## config.mk

```make
export PLATFORM = sky130hd
export DESIGN_NAME = ibuffer
export DESIGN_NICKNAME = d
export VERILOG_FILES = /design/src/rtl/config_pkg.sv /design/src/rtl/ibuffer_pkg.sv /design/src/rtl/ibuffer_compact.sv /design/src/rtl/ibuffer.sv
export SDC_FILE = /design/constraint.sdc
export NUM_CORES = 2
export LEC_CHECK = 0
export ABC_CLOCK_PERIOD_IN_PS = 6800
export BUFFER_PORTS_ARGS = -buffer_cell sky130_fd_sc_hd__buf_2
export CAP_MARGIN = 10
export CORE_MARGIN = 8
export CORE_UTILIZATION = 55
export DETAILED_ROUTE_END_ITERATION = 12
export PLACE_DENSITY = 0.73
export SYNTH_ARGS = -nofsm -noshare
export SYNTH_HDL_FRONTEND = slang
export SYNTH_SLANG_ARGS = --single-unit
```

## constraint.sdc

```tcl
create_clock -name clk_i -period 6.8 [get_ports clk_i]
set_input_delay 0 -clock clk_i [delete_from_list [all_inputs] [get_ports clk_i]]
set_output_delay 0 -clock clk_i [all_outputs]
set_load 0.02 [all_outputs]
```

## src/rtl/config_pkg.sv

```systemverilog
// config_pkg: core configuration record shared by front-end blocks.
package config_pkg;
  typedef struct packed {
    int unsigned INSTR_PER_FETCH;
    int unsigned ILEN;
    int unsigned VLEN;
  } cfg_t;
  localparam cfg_t EmptyCfg = '{INSTR_PER_FETCH: 1, ILEN: 32, VLEN: 32};
endpackage

```

## src/rtl/ibuffer_pkg.sv

```systemverilog
// ibuffer_pkg: constants and helpers shared by the instruction buffer files.
package ibuffer_pkg;
  localparam int unsigned PC_STEP = 4;
  function automatic int cnt_w(input int n);
    return $clog2(n + 1);
  endfunction
endpackage

```

## src/rtl/ibuffer_compact.sv

```systemverilog
// ibuffer_compact: per-slot prefix-sum write offsets, slot PCs and valid count of a fetch group.
module ibuffer_compact
  import config_pkg::*, ibuffer_pkg::*;
#(
  parameter cfg_t Cfg = EmptyCfg,
  parameter int   OW  = cnt_w(int'(Cfg.INSTR_PER_FETCH))
) (
  input  logic [Cfg.INSTR_PER_FETCH-1:0]                  i_mask,
  input  logic [Cfg.VLEN-1:0]                             i_pc,
  output logic [Cfg.INSTR_PER_FETCH-1:0][OW-1:0]          o_off,
  output logic [Cfg.INSTR_PER_FETCH-1:0][Cfg.VLEN-1:0]    o_pc,
  output logic [OW-1:0]                                   o_n
);
  localparam int unsigned VW = Cfg.VLEN;
  always_comb begin
    o_n   = '0;
    o_off = '0;
    o_pc  = '0;
    for (int i = 0; i < int'(Cfg.INSTR_PER_FETCH); i++) begin
      o_off[i] = o_n;
      o_pc[i]  = i_pc + VW'(PC_STEP * i);
      o_n      = o_n + OW'(i_mask[i]);
    end
  end
endmodule

```

## src/rtl/ibuffer.sv

```systemverilog
// ibuffer: compacting circular instruction queue between fetch and decode.
module ibuffer
  import config_pkg::*, ibuffer_pkg::*;
#(
  parameter cfg_t        Cfg       = EmptyCfg,
  parameter int unsigned DEPTH     = 16,
  parameter int unsigned DEC_WIDTH = 4
) (
  input  logic                                           clk_i,
  input  logic                                           rst_ni,
  input  logic                                           flush_i,
  input  logic                                           fe_valid_i,
  output logic                                           fe_ready_o,
  input  logic [Cfg.VLEN-1:0]                            fe_pc_i,
  input  logic [Cfg.INSTR_PER_FETCH-1:0]                 fe_slot_valid_i,
  input  logic [Cfg.INSTR_PER_FETCH-1:0][Cfg.ILEN-1:0]   fe_instr_i,
  output logic [DEC_WIDTH-1:0]                           de_valid_o,
  output logic [DEC_WIDTH-1:0][Cfg.ILEN-1:0]             de_instr_o,
  output logic [DEC_WIDTH-1:0][Cfg.VLEN-1:0]             de_pc_o,
  input  logic                                           de_ready_i,
  output logic [$clog2(DEPTH+1)-1:0]                     count_o
);
  localparam int unsigned IPF = Cfg.INSTR_PER_FETCH;
  localparam int IW = $clog2(DEPTH);
  localparam int CW = $clog2(DEPTH + 1);
  localparam int OW = cnt_w(int'(IPF));
  typedef struct packed {
    logic [Cfg.ILEN-1:0] instr;
    logic [Cfg.VLEN-1:0] pc;
  } entry_t;
  entry_t                          r_mem [DEPTH];
  logic [IW-1:0]                   r_head, r_tail;
  logic [CW-1:0]                   r_count, w_m;
  logic [IPF-1:0][OW-1:0]          w_off;
  logic [IPF-1:0][Cfg.VLEN-1:0]    w_pc;
  logic [OW-1:0]                   w_n;
  logic                            w_push, w_pop;
  ibuffer_compact #(.Cfg(Cfg), .OW(OW)) u_compact (
    .i_mask (fe_slot_valid_i),
    .i_pc   (fe_pc_i),
    .o_off  (w_off),
    .o_pc   (w_pc),
    .o_n    (w_n)
  );
  // Ready looks only at registered occupancy, so a same-cycle pop never opens the door.
  assign fe_ready_o = r_count <= CW'(DEPTH - IPF);
  assign w_push     = fe_valid_i && fe_ready_o && !flush_i;
  assign w_pop      = de_ready_i && de_valid_o[0] && !flush_i;
  assign w_m        = r_count < CW'(DEC_WIDTH) ? r_count : CW'(DEC_WIDTH);
  assign count_o    = r_count;
  always_ff @(posedge clk_i or negedge rst_ni) begin
    if (!rst_ni) begin
      r_head  <= '0;
      r_tail  <= '0;
      r_count <= '0;
    end else if (flush_i) begin
      r_head  <= '0;
      r_tail  <= '0;
      r_count <= '0;
    end else begin
      r_head  <= w_pop ? r_head + IW'(w_m) : r_head;
      r_tail  <= w_push ? r_tail + IW'(w_n) : r_tail;
      r_count <= r_count + (w_push ? CW'(w_n) : '0) - (w_pop ? w_m : '0);
    end
  end
  // Storage is deliberately left unreset; occupancy alone decides what is visible.
  always_ff @(posedge clk_i) begin
    for (int i = 0; i < int'(IPF); i++)
      if (w_push && fe_slot_valid_i[i])
        r_mem[r_tail + IW'(w_off[i])] <= '{instr: fe_instr_i[i], pc: w_pc[i]};
  end
  for (genvar k = 0; k < int'(DEC_WIDTH); k++) begin : g_de
    assign de_valid_o[k] = CW'(k) < r_count;
    assign de_instr_o[k] = r_mem[r_head + IW'(k)].instr;
    assign de_pc_o[k]    = r_mem[r_head + IW'(k)].pc;
  end
endmodule

```

==> run_results.csv <==
group,metric,value,unit
sta,rsz0062_at_grt,"no",
setup_path,crit_start,"r_head[1]$_DFFE_PN0P_",
sta,slew_headroom,13.2,%
worst_hold_path,min_path_cells,2,
floorplan,fp.dieH,354,um
sta,whs,0.194,ns
floorplan,start_util,55.2,%
worst_hold_path,hp-class,"input port to flip-flop",
synth,synth_edf_count,1024,
cts,clock_tree.root_cell,"clkbuf_16",
setup_path,crit_buf_inv,3,
power_and_ir_drop,vdd_ir_drop_max,306,uV
drt,drtAntennaViolNets,0,
sta,hold_viol,0,
synth,synth.most_common_cell,"edfxtp_1",
power_and_ir_drop,p_per_area,288,nW/um^2
setup_path,reg2reg_slack,2.35,ns
drt,vias,41269,
layout,final_layout_size_suffix_gt1_share,38.2,%
cts,cts_made_buffers,113,
place,routabilityCongestion,0.824,
synth,synth_top_area_cell,"edfxtp_1",
grt,grt_use_total,29.2,%
synth,syn_nets,3790,
drt,vias_per_cell,7.44,
setup_path,crit_family,"buffers and inverters",
floorplan,num_io_pins,336,
setup_path,r2r_cells,9,
setup_path,cp.depth,7,
synth,async_reset_ff_share,1.25,%
cts,cts-resized-gates,0,
synth,synth_top_area_share,49.0,%
floorplan,rows,124,
synth,netlist_area,62700,um^2
place,dpl_cell_area,65600,um^2
synth,synth_seq_cells,1037,
cts,cts_tree,"done",
setup_path,crit_type,"flip-flop to output port",
sta,period_minus_slack,4.79,ns
drt,drt-initial-drc-count,5667,
setup_path,cp_data_required_time,6.80,ns
synth,syn_area_per_cell,17.0,um^2
synth,synthesis.instances,3700,
sta,tns,0,ns
setup_path,regToRegStartpoint,"r_head[1]$_DFFE_PN0P_",
floorplan,dieArea,125000,um^2
cts,clkTransAtPathRegs,0.06,ns
grt,grt_pass1_vias,41272,
cts,clock_sinks,1037,
synth,synthTopCellsByCount,"edfxtp_1, mux4_2, nand2_1, mux2i_1, clkbuf_1",
cts,clk_latency,0.72,ns
sta,fmaxAchievable,0.209,GHz
layout,stdcell_area,70000,um^2
grt,grt_max_degree,155,
sta,finalSetupViolCount,0,
setup_path,critPathLaunchType,"flip-flop",
setup_path,timing.critical_path.to,"de_instr_o[95]",
synth,yosys.cell_types.count,44,
floorplan,fp.dieW,354,um
setup_path,crit_slowest_cell,"ha_4",
place,io_buffers,335,
setup_path,cp_max_fo,61,
layout,layout.nets,4026,
drt,wl_per_cell,33.6,um
job,timing.max_cap.violations,0,
cts,cts_buffer_depth,3,
setup_path,timing.rr.end,"r_head[3]$_DFFE_PN0P_",
setup_path,cp.arrival,4.79,ns
outcome,status,"finished, final reports clean",
synth,seq_area_frac_synth,49.5,%
setup_path,slowest_delay,0.95,ns
sta,finClkSkew,0.0271,ns
drt,drc,0,
drt,routed_wirelength,186000,um
power_and_ir_drop,leakagePower,21.4,nW
grt,grt_pass1_wl,275000,um
sta,tightest_slew,1.30,ns
sta,period_share,70.5,%
synth,yosys_warnings,0,
cts,htreeDepth,3,
sta,drv_slew,0,
synth,synthTopCellsByArea,"edfxtp_1, mux4_2, mux2i_1, nand2_1, a211oi_1",
place,dpl.hpwl,104000,um
synth,ys.flop_type,"edfxtp_1",
grt,antenna_found_initial,11,
drt,first_pass_iters,8,
grt,overflow,0,
floorplan,core_area,114000,um^2
setup_path,cp_cell_sequence,"inv_4 > ha_4 > buf_4 > mux4_2 > nand2_1 > a31oi_1 > buf_2",
layout,area_growth,11.7,%
setup_path,critPathCaptureType,"output port",
[flip-flops by register name (all words and copies together) (netlist names)]
| register | flops |
|---|---|
| count_o | 5 |
| r_mem | 1024 |
| r_tail | 4 |
| r_head | 4 |
[layout make-up]
class	count	area, um^2
Clock buffer	128	2930
Tap cell	1512	1890
Multi-Input combinational cell	2286	30000
Antenna cell	4	10.0
Fill cell	8118	43700
Sequential cell	1037	31100
Inverter	12	47.5
Clock inverter	82	738
Timing Repair Buffer	486	3310
[metal layers]
layer	routed length [um]	track usage [%]
met5	57	0
met4	7880	11.3
met3	22100	8.06
met2	89900	46.5
met1	66500	38.6
[where the power goes]
| part | leakage, nW | internal (mW) | switching (mW) | total [mW] |
|---|---|---|---|---|
| clock | 1.79 | 3.50 | 2.58 | 6.09 |
| combinational | 10.3 | 2.53 | 4.36 | 6.89 |
| sequential | 9.38 | 7.07 | 0.0898 | 7.16 |
| total | 21.4 | 13.1 | 7.03 | 20.1 |
[stage by stage]
step	power [mW]	std cells	setup slack (ns)	util, %
after floorplan	11.7	3700	0.406	-
after global placement	14.1	5260	2.75	57.7
after detailed placement	14.1	5260	2.73	57.7
after CTS	20.2	5543	1.95	61.6
after global routing	20.8	5545	1.85	61.6
final	20.1	5547	2.01	61.6
[cell usage in the layout, fill, tap and decap left out, types with 14 or more instances in the layout]
cell	synthesis	final
edfxtp_1	1024	1024
mux4_2	920	920
nand2_1	406	406
buf_2	136	335
mux2i_1	301	301
clkbuf_16	0	115
a211oi_1	109	109
a21oi_1	97	97
dlygate4sd3_1	0	73
nor2b_1	70	69
a31oi_1	64	64
buf_4	52	53
and2_1	47	46
and3_1	45	45
nand3_1	41	41
a32o_1	40	40
clkinv_1	0	29
buf_12	0	25
clkinv_2	0	24
a221oi_1	20	20
a221o_1	20	20
o22ai_1	20	20
ha_1	18	16
nor2_4	0	14
[how the worst min path moves through the flow]
stage	from	endpoint	slack, ns
after global placement	rst_ni	count_o[2]$_DFF_PN0_	-0.08
after CTS	fe_pc_i[3]	r_mem[0][3]$_DFFE_PP_	0.15
after global routing	fe_pc_i[8]	r_mem[12][8]$_DFFE_PP_	0.19
after detailed placement	rst_ni	count_o[2]$_DFF_PN0_	-0.08
final	fe_pc_i[26]	r_mem[14][26]$_DFFE_PP_	0.19
after floorplan	rst_ni	count_o[0]$_DFF_PN0_	-0.30
[logic make-up after synthesis]
family	synth area share, %
muxes	37.8
DFF	49.5
and+or+nand+nor	4.72
AOI/OAI and AO/OA	4.29
buffers and inverters	2.97
adders and majority gates	0.423
xor gates and xnor gates	0.207
[worst reg2reg max path, cell delays in order, from the launching register on]
cell           delay, ns
dfrtp_4             0.66
buf_12              0.60
buf_4               0.87
ha_1                0.38
a21o_1              0.15
a21oi_1             0.29
a41oi_1             0.16
dlygate4sd3_1       0.57
o311ai_0            0.10
dlygate4sd3_1       0.60
[repair_timing]
item / CTS / global route
hold buffers: 73 / 0
setup buffers: 0 / 0
hold endpoints to repair: 1050 / 0
Power figures use the tool's default switching activity.
